[src/rtl/acc_cpu.sv]
// Accumulator CPU: FETCH/EXEC per instruction (2 cycles), HALT until reset; no backpressure, memory is zero-wait.
// Define ACC_CPU_SCAN_EN to compile in the scan shadow chain that freezes the core while scan_en is high.
module acc_cpu #(
    parameter int W   = 4,
    parameter int OPW = 4
) (
    input  logic             clk,
    input  logic             rst,
    input  logic             scan_en,
    output logic             scan_out,
    output logic             we,
    output logic [W-1:0]     addr,
    input  logic [W+OPW-1:0] data_in,
    output logic [W-1:0]     data_out,
    output logic             halted
);

    typedef enum logic [1:0] {
        S_FETCH = 2'd0,
        S_EXEC  = 2'd1,
        S_HALT  = 2'd2
    } state_t;

    localparam logic [OPW-1:0] OP_LDA  = 4'h1;
    localparam logic [OPW-1:0] OP_LDAI = 4'h2;
    localparam logic [OPW-1:0] OP_STA  = 4'h3;
    localparam logic [OPW-1:0] OP_ADD  = 4'h4;
    localparam logic [OPW-1:0] OP_ADDI = 4'h5;
    localparam logic [OPW-1:0] OP_SUB  = 4'h6;
    localparam logic [OPW-1:0] OP_SUBI = 4'h7;
    localparam logic [OPW-1:0] OP_JMP  = 4'h8;
    localparam logic [OPW-1:0] OP_BRZ  = 4'h9;
    localparam logic [OPW-1:0] OP_BRC  = 4'hA;
    localparam logic [OPW-1:0] OP_BRN  = 4'hB;
    localparam logic [OPW-1:0] OP_HLT  = 4'hF;

    state_t         state, state_n;
    logic [W-1:0]   pc, pc_n, acc, acc_n, dr, dr_n;
    logic [OPW-1:0] ir, ir_n;
    logic           c_flag, c_n, z_flag, z_n, n_flag, n_n;
    logic           frozen, upd_zn, indirect;
    logic [W-1:0]   operand;
    logic [W:0]     sum, diff;

    assign indirect = (ir == OP_LDAI) || (ir == OP_ADDI) || (ir == OP_SUBI);
    assign operand  = indirect ? data_in[W+OPW-1:OPW] : dr;
    assign sum      = {1'b0, acc} + {1'b0, operand};
    // Top bit of the widened difference is the borrow out.
    assign diff     = {1'b0, acc} - {1'b0, operand};

    assign data_out = acc;
    assign halted   = (state == S_HALT);

    always_comb begin
        state_n = state;
        pc_n    = pc;
        acc_n   = acc;
        dr_n    = dr;
        ir_n    = ir;
        c_n     = c_flag;
        z_n     = z_flag;
        n_n     = n_flag;
        upd_zn  = 1'b0;
        we      = 1'b0;
        addr    = pc;
        case (state)
            S_FETCH: begin
                ir_n    = data_in[OPW-1:0];
                dr_n    = data_in[W+OPW-1:OPW];
                state_n = S_EXEC;
            end
            S_EXEC: begin
                addr    = dr;
                state_n = S_FETCH;
                pc_n    = pc + 1'b1;
                case (ir)
                    OP_LDA, OP_LDAI: begin
                        acc_n  = operand;
                        c_n    = 1'b0;
                        upd_zn = 1'b1;
                    end
                    OP_STA: we = 1'b1;
                    OP_ADD, OP_ADDI: begin
                        {c_n, acc_n} = sum;
                        upd_zn       = 1'b1;
                    end
                    OP_SUB, OP_SUBI: begin
                        acc_n  = diff[W-1:0];
                        c_n    = diff[W];
                        upd_zn = 1'b1;
                    end
                    OP_JMP: pc_n = dr;
                    OP_BRZ: if (z_flag) pc_n = pc + dr;
                    OP_BRC: if (c_flag) pc_n = pc + dr;
                    OP_BRN: if (n_flag) pc_n = pc + dr;
                    OP_HLT: begin
                        pc_n    = pc;
                        state_n = S_HALT;
                    end
                    default: ;
                endcase
                if (upd_zn) begin
                    z_n = (acc_n == '0);
                    n_n = acc_n[W-1];
                end
            end
            default: ;
        endcase
        if (frozen) we = 1'b0;
    end

    always_ff @(posedge clk) begin
        if (rst) begin
            state  <= S_FETCH;
            pc     <= '0;
            acc    <= '0;
            dr     <= '0;
            ir     <= '0;
            c_flag <= 1'b0;
            z_flag <= 1'b0;
            n_flag <= 1'b0;
        end else if (!frozen) begin
            state  <= state_n;
            pc     <= pc_n;
            acc    <= acc_n;
            dr     <= dr_n;
            ir     <= ir_n;
            c_flag <= c_n;
            z_flag <= z_n;
            n_flag <= n_n;
        end
    end

`ifdef ACC_CPU_SCAN_EN
    localparam int L = OPW + 3*W + 5;
    logic [L-1:0] shadow;
    logic         scan_q;

    assign frozen   = scan_en;
    assign scan_out = shadow[L-1];

    // Each rising scan_en takes a fresh snapshot; zeros fill in behind the shifted bits.
    always_ff @(posedge clk) begin
        if (rst) begin
            shadow <= '0;
            scan_q <= 1'b0;
        end else begin
            scan_q <= scan_en;
            if (scan_en && !scan_q)
                shadow <= {ir, dr, acc, c_flag, z_flag, n_flag, pc, state};
            else if (scan_en)
                shadow <= {shadow[L-2:0], 1'b0};
        end
    end
`else
    logic unused_scan_en;
    assign unused_scan_en = scan_en;
    assign frozen         = 1'b0;
    assign scan_out       = 1'b0;
`endif

endmodule

[config.mk]
export PLATFORM = sky130hd
export DESIGN_NAME = acc_cpu
export DESIGN_NICKNAME = d
export VERILOG_FILES = /design/src/rtl/acc_cpu.sv
export SDC_FILE = /design/constraint.sdc
export NUM_CORES = 1
export LEC_CHECK = 0
export ABC_AREA = 1
export BUFFER_PORTS_ARGS = -buffer_cell sky130_fd_sc_hd__buf_2
export CAP_MARGIN = 20
export CORE_MARGIN = 8
export CORE_UTILIZATION = 40
export CTS_CLUSTER_SIZE = 40
export DETAILED_ROUTE_END_ITERATION = 8
export SLEW_MARGIN = 0
export SYNTH_ARGS = -nofsm -noshare
export SYNTH_HDL_FRONTEND = slang
export SYNTH_SLANG_ARGS = --single-unit
[constraint.sdc]
create_clock -name clk -period 5.8 [get_ports clk]
set_clock_uncertainty 0.05 [all_clocks]
set_input_delay 0.58 -clock clk [delete_from_list [all_inputs] [get_ports clk]]
set_output_delay 0.58 -clock clk [all_outputs]
set_load 0.02 [all_outputs]
==> results by group, run 1 <==
Status
  – Outcome: complete, no violations

Placed design
  – Setup WS pre-CTS: roughly 3200 ps
  – Port Buf Inserts: 19
  – Placer Congestion: 0.8673
  – Dpl hpwl: between 3 and 4 mm
  – Cells after DPL: ~320

Drt
  – DRT iter0 DRCs: 60
  – Vias: 1560
  – Drt pass-1 iters: 4
  – DRC Markers: 0
  – WL/cell: 12.29 um
  – Final wirelength: between 3 and 4 mm
  – Drt via density: 4.860
  – DRT antenna net count: 0

Timing
  – Fmax: 381.4 MHz
  – Final hold vios: 0
  – Setup WS post-layout: around 3200 ps
  – Fin crit share: 45.21%
  – # setup viols final: 0
  – Post-route setup TNS: 0 ps
  – Slew Limit Fails: 0
  – Minimum clock period: 2622 ps
  – RSZ-0062 raised after global routing: no
  – Rel. slew slack: 65.80%
  – Worst-margin pin slew: 511.1 ps
  – Final Hold Slack: roughly 450 ps

Synth
  – Mapped Area: 1632 um2
  – Synth Register Bits: 21
  – Sequential fraction of the synthesis area: 25.77%
  – Cells after Synth: 252
  – Top cell type's share of synthesized area: 25.77%
  – Mapped Nets: 279
  – Yosys top cell by area: dfxtp_1
  – Netlist cell types: 30
  – Avg Cell Area, Syn: 6.474 um2
  – YS warnings: 0
  – Synth top area cells: dfxtp_1 (26%), nand2_1 (11%), ha_1 (10%), inv_1 (9.4%), nand3_1 (7.4%)

Critical path
  – Top cell by count, worst path: inv_1
  – Family with the most delay on the worst path: simple AND/OR/NAND/NOR gates
  – Critical Path Source Type: register
  – Reg2reg path depth: 17
  – Critical Path, Cell by Cell: inv_4 -> nor2_2 -> nand2_2 -> nand2_4 -> nand2_1 -> o21ai_2 -> inv_1 -> ha_1 -> inv_1 -> fa_1 -> inv_1 -> nor2_1 -> a21oi_1 -> nand2_1 -> nor2_1 -> nand3_1 -> a21oi_2
  – Critical Path End Type: register
  – Crit path buf inv count: 4
  – WP depth: 17
  – CP Data Required Time: 5950 ps
  – WS Path Type: register to register
  – Largest incremental delay on the critical path: ~520 ps
  – CP Max Fanout: 8
  – Slowest library cell on the worst path: dfxtp_1
  – Critical Path AT: 2780 ps

Floorplanning
  – Die height: 79.87 um
  – I/O Pins: 22
  – Die Wd: approximately 80 um
  – Total core area: 3971 um2
  – Row count: 23
  – Initial Util: 41.08%
  – Die area: between 6000 and 7000 um2

Power
  – Leakage: between 0.9 and 1 nW
  – Peak supply drop: 0.00009382 V
  – Final Power: 0.4114 mW
  – Total power divided by cell area: 227.2 nW/um2

Finish
  – # diodes: 0
  – Area growth syn-to-layout: 10.97%
  – Commonest non-fill, non-tap cells in the layout: nand2_1 (48), inv_1 (41), nor2_1 (27), nand3_1 (24), a21oi_1 (22)
  – Final cell count without fillers: around 320
  – Commonest non-fill, non-tap cell in the layout: nand2_1
  – Filler cell count: roughly 440
  – Layout cells sized above 1: 12.55%
  – Multi-input gate area: 1012 um2
  – Storage cell area: between 400 and 500 um2
  – Final nets: 299

CTS
  – CTS tree: done
  – Clock-pin transition on the worst setup and hold timing paths: 80 ps
  – Max clock buf depth: 2
  – Post-CTS Resized: 0
  – Root buffer cell: clkbuf_8
  – CTS Buf Count: 3
  – Clock sinks: 21
  – H-Tree Depth: 1
  – Post-CTS Setup Bufs: 0
  – CTS Hold Bufs: 0
  – Clk_lat worst skew: approximately 260 ps

Flow run
  – Max Cap Violations: 0

Global routing
  – Initial antenna violation count: 0
  – Number of global-route vias before repair: 1470
  – Global route overflow: 0
  – Largest net degree at the start of global routing: 13
  – First-pass GRT wire length: 6.472 mm
  – GR Util All Layers: 12.80%

Hold path
  – Hold depth: 2
  – Hold WC Path Type: register to register
[worst paths after layout]
check | slack (ps) | start | endpoint
worst max-delay path | 3180 | ir[1] | z_flag
worst min-delay path | 450 | state[1] | state[1]
worst max register to register | 3180 | ir[1] | z_flag
worst min register to register | 450 | state[1] | state[1]
[cell type report]
class / instances / area share, %
multi-input cells: 182 / 55.91
flip-flops and latches: 21 / 23.22
inverters: 44 / 9.261
repair buffers: 20 / 5.667
well taps: 50 / 3.455
clock buffers: 4 / 2.488
[worst reg2reg max path: stages (launching register included)]
cell and delay, ps:
dfxtp_1 520, inv_4 70, nor2_2 160, nand2_2 110, nand2_4 100, nand2_1 70, o21ai_2 60, inv_1 70
ha_1 180, inv_1 90, fa_1 410, inv_1 60, nor2_1 40, a21oi_1 130, nand2_1 90, nor2_1 110
nand3_1 100, a21oi_2 120
[synth_stat cells]
| cell | count |
|---|---|
| nor2_2 | 2 |
| a31oi_1 | 1 |
| buf_2 | 1 |
| inv_4 | 1 |
| nand2_1 | 48 |
| o21ai_0 | 21 |
| nor2_1 | 27 |
| clkbuf_1 | 2 |
| fa_1 | 3 |
| nand2_2 | 2 |
| xnor2_1 | 2 |
| buf_6 | 1 |
| a21oi_2 | 1 |
| ha_1 | 13 |
| conb_1 | 1 |
| dfxtp_1 | 21 |
| o22ai_1 | 1 |
| o21ai_2 | 2 |
| nor3_1 | 4 |
| inv_1 | 41 |
| buf_4 | 1 |
| o21a_1 | 1 |
| a211oi_1 | 1 |
| o221ai_1 | 1 |
| nand2_4 | 1 |
| nand4_1 | 1 |
| nand3_1 | 24 |
| inv_2 | 2 |
| a21oi_1 | 22 |
| xor2_1 | 3 |
[where the power goes]
part | switching, mW | total [mW] | internal (mW)
sequential | 0.0153 | 0.171 | 0.156
clock | 0.0514 | 0.100 | 0.0491
combinational | 0.0887 | 0.140 | 0.0511
[stage by stage]
stage	cell area (um2)	util [%]
CTS	1810	45.59
global route	1810	45.59
detailed placement	1765	44.45
global placement	1765	44.45
finish	1810	45.59
floorplan	1632	-
[registers in the layout, summed over array words and instances, names as in the netlist]
signal	cells
c_flag	1
data_out	4
dr	4
ir	4
n_flag	1
pc	4
state	2
z_flag	1
[kinds of logic (layout without fill, tap and decap cells)]
logic type,after synthesis,in the layout,share of synthesized area [%]
adders and majority gates,16,16,13.65
xor gates and xnor gates,5,5,2.685
and+or+nand+nor,109,109,28.45
other,1,1,0.2298
AOI/OAI and AO/OA,51,51,17.03
DFF,21,21,25.77
buffers and inverters,49,68,12.19
[per-layer routing]
layer	GRT usage [%]	wire (um)	up-vias
li1	-	-	844
met3	2.365	148	5
met5	0	0	-
met4	4.909	58	0
met1	15.52	1884	687
met2	21.76	1855	24
(Power assumes the default switching activity.)
==> run 2: changes to the inputs <==
- ABC_AREA: 1 -> 0
- clock period: 5.8 -> 2.3 ns (I/O delays scaled with it)
==> run 2 against run 1 <==
Net effect:
- the run now ends with setup timing left
- die area up 2.0%
- maximum frequency down 0.86%
- design area up 18%
==> results by group, run 2 <==
Finish
  – Commonest non-fill, non-tap cells in the layout: nand2_1 (24), buf_4 (21), dfxtp_1 (19), buf_2 (19), nor2_1 (18) (was nand2_1 (48), inv_1 (41), nor2_1 (27), nand3_1 (24), a21oi_1 (22))
  – Area growth syn-to-layout: 27.92% (was 10.97%)
  – Final nets: 274 (was 299)
  – Commonest non-fill, non-tap cell in the layout: nand2_1 (unchanged)
  – Final cell count without fillers: 296 (was 321)
  – # diodes: 0 (unchanged)
  – Layout cells sized above 1: 31.30% (was 12.55%)
  – Design area: 2138 um2 (was 1810 um2)
  – Filler cell count: 384 (was 438)

Power
  – Sequential share of power: 37.9% (was 41.6%)
  – Clock power frac: 23.9% (was 24.4%)
  – Internal power: 0.7092 mW (was 0.2559 mW)
  – Leakage: 0.9384 nW (was 0.9585 nW)
  – Net Sw Frac: 36.36% (was 37.78%)
  – Total power divided by cell area: 521.2 nW/um2 (was 227.2 nW/um2)
  – Peak supply drop: 0.0004188 V (was 0.00009382 V)
  – Combinational Power Share: 38.2% (was 34.0%)
  – Sw power: 0.4052 mW (was 0.1554 mW)

Synth
  – Simple-gate share of the synthesized area: 21.71% (was 28.45%)
  – Mapped Area: 1672 um2 (was 1632 um2)
  – Mapped Nets: 242 (was 279)
  – Top cells by count, synth: nand2_1 (25), dfxtp_1 (21), a21oi_1 (18), nor2_1 (18), o21ai_0 (16) (was nand2_1 (48), inv_1 (41), nor2_1 (27))
  – XOR/XNOR share of the synthesized area: 4.716% (was 2.684%)
  – Netlist cell types: 46 (was 30)
  – Post-synth EDFFs: 0 (unchanged)
  – Cells after Synth: 215 (was 252)
  – Largest family of logic cells by synthesized area: compound AO/OA/AOI/OAI gates (was simple AND/OR/NAND/NOR gates)
  – Top cell type's share of synthesized area: 25.15% (was 25.77%)
  – YS warnings: 0 (unchanged)
  – Top-count cell post-synth: nand2_1 (unchanged)
  – Ys async rst share: 0% (unchanged)
  – Proportion of synthesized area in mux cells: 3.817% (was 0%)
  – Compound-Gate Fraction of Synth Area: 25.30% (was 17.02%)
  – Most common flop cell mapped by yosys: dfxtp_1 (unchanged)
  – Sequential fraction of the synthesis area: 25.15% (was 25.77%)
  – Synth top area cells: dfxtp_1 (25%), ha_1 (9.7%), nand2_1 (5.6%), a21oi_1 (5.4%), o21ai_0 (4.8%) (was dfxtp_1 (26%), nand2_1 (11%), ha_1 (10%), inv_1 (9.4%), nand3_1 (7.4%))
  – Post-Synth Adder-Cell Area: 13.32% (was 13.65%)
  – Avg Cell Area, Syn: 7.775 um2 (was 6.474 um2)
  – Synth Register Bits: 21 (unchanged)
  – Yosys top cell by area: dfxtp_1 (unchanged)

Drt
  – DRT antenna net count: 0 (unchanged)
  – Vias: 1599 (was 1560)
  – WL/cell: 14.79 um (was 12.29 um)
  – Drt pass-1 iters: 4 (unchanged)
  – DRT iter0 DRCs: 58 (was 60)
  – Drt via density: 5.402 (was 4.860)
  – DRC Markers: 0 (unchanged)
  – Final wirelength: 4.378 mm (was 3.946 mm)

Placed design
  – Port Buf Inserts: 19 (unchanged)
  – Placed cell areas: 1967 um2 (was 1765 um2)
  – Dpl hpwl: 3.128 mm (was 3.245 mm)
  – Placer Congestion: 0.8536 (was 0.8673)
  – Cells after DPL: 290 (was 317)
  – Setup WS pre-CTS: -308.5 ps (was 3204 ps)

Timing
  – # setup viols final: 7 (was 0)
  – Fin crit share: 115.0% (was 45.21%)
  – RSZ-0062 raised after global routing: yes (was no)
  – Fmax: 378.1 MHz (was 381.4 MHz)
  – Rel. slew slack: 64.11% (was 65.80%)
  – Setup WS post-layout: -345.0 ps (was 3178 ps)
  – Minimum clock period: 2645 ps (was 2622 ps)
  – Worst-margin pin slew: 536.4 ps (was 511.1 ps)
  – Final hold vios: 0 (unchanged)
  – Slew Limit Fails: 0 (unchanged)

Floorplanning
  – Initial Util: 41.79% (was 41.08%)
  – Die height: 80.65 um (was 79.87 um)
  – I/O Pins: 22 (unchanged)
  – Row count: 23 (unchanged)
  – Total core area: 4000 um2 (was 3971 um2)
  – Die area: 6504 um2 (was 6378 um2)
  – Die Wd: 80.65 um (was 79.87 um)

CTS
  – CTS tree: done (unchanged)
  – CTS Hold Bufs: 0 (unchanged)
  – Max clock buf depth: 2 (unchanged)
  – Clock sinks: 21 (unchanged)
  – Clock-pin transition on the worst setup and hold timing paths: 100 ps (was 80 ps)
  – Clk_lat worst skew: 270 ps (was 260 ps)
  – Root buffer cell: clkbuf_8 (unchanged)
  – CTS Buf Count: 3 (unchanged)
  – H-Tree Depth: 1 (unchanged)

Critical path
  – WS Path Type: register to register (unchanged)
  – Critical Path End Type: register (unchanged)
  – Critical Path Source Type: register (unchanged)
  – CP Data Required Time: 2440 ps (was 5950 ps)
  – CP Max Fanout: 2 (was 8)
  – Critical Path AT: 2790 ps (was 2780 ps)

Global routing
  – First-pass GRT wire length: 7.458 mm (was 6.472 mm)
  – GR Util All Layers: 14.15% (was 12.80%)
  – Global route overflow: 0 (unchanged)
  – Largest net degree at the start of global routing: 23 (was 13)
  – Number of global-route vias before repair: 1575 (was 1470)
  – Initial antenna violation count: 0 (unchanged)

Flow run
  – Max Cap Violations: 0 (unchanged)

Status
  – Violated checks: setup timing
  – Outcome: finished with violations (was complete, no violations)

Hold path
  – Hold WC Path Type: input port to register (was register to register)
run 2: logic make-up after synthesis:
logic type | count (synthesis)
buf+inv | 22
other cells | 1
compound gates | 66
xor+xnor | 9
flops | 21
fa+ha+maj | 16
mux | 6
simple gates | 74
run 2: critical path, stage by stage (launching register included):
cell and delay, ps:
dfxtp_2 330, or3b_4 400, a21oi_4 160, mux2_4 350, ha_4 170, inv_2 40, fa_1 390, mux2_4 280
o21ai_2 130, a41oi_2 110, a211oi_2 150
run 2: cell type report:
type | instances | area (um2) | share of cell area, %
inverter | 8 | 30.03 | 1.404
sequential | 21 | 422.9 | 19.78
tap | 50 | 62.56 | 2.926
clock buffer | 3 | 41.29 | 1.931
timing repair buffer | 41 | 264.0 | 12.35
multi-input combinational | 172 | 1310 | 61.26
clock inverter | 1 | 7.507 | 0.3511
run 2: path summary, 6_finish.rpt:
path,start,end,slack [ps],cells past startpoint
max,ir[2],z_flag,-340,10
min,data_in[1],ir[1],130,3
max reg2reg,ir[2],z_flag,-340,10
min reg2reg,c_flag,c_flag,480,2
run 2: per-stage QoR:
step           setup TNS, ps  utilization [%]  power (mW)  hold WS [ps]
2_1_floorplan          -1297                -      0.6963         308.5
3_3_place_gp           -1346            49.17      0.8041         418.6
3_5_place_dp           -1482            49.17      0.8050         420.0
4_1_cts                -1464            51.42       1.085         123.8
5_1_grt                -2148            53.46       1.190         139.6
6_report               -1588            53.46       1.114         126.0
run 2: per-layer routing:
metal,global-route usage [%],vias to the layer above,wire [um]
li1,-,823,-
met1,18.37,740,2132
met2,23.58,34,2061
met3,3.013,2,160
met4,2.182,0,24
met5,0,-,0
run 2: repair_timing:
item,CTS,global route
pin swaps,4,9
endpoints found under the setup margin,7,7
gates resized for setup,6,12
setup buffers,1,1
run 2: power by group through the flow:
stage / Combinational, mW / Sequential [mW] / Clock [mW]
6_report: 0.425 / 0.423 / 0.266
5_1_grt: 0.473 / 0.428 / 0.289
4_1_cts: 0.392 / 0.421 / 0.272
3_5_place_dp: 0.376 / 0.429 / 0
3_3_place_gp: 0.376 / 0.428 / 0
2_1_floorplan: 0.266 / 0.430 / 0
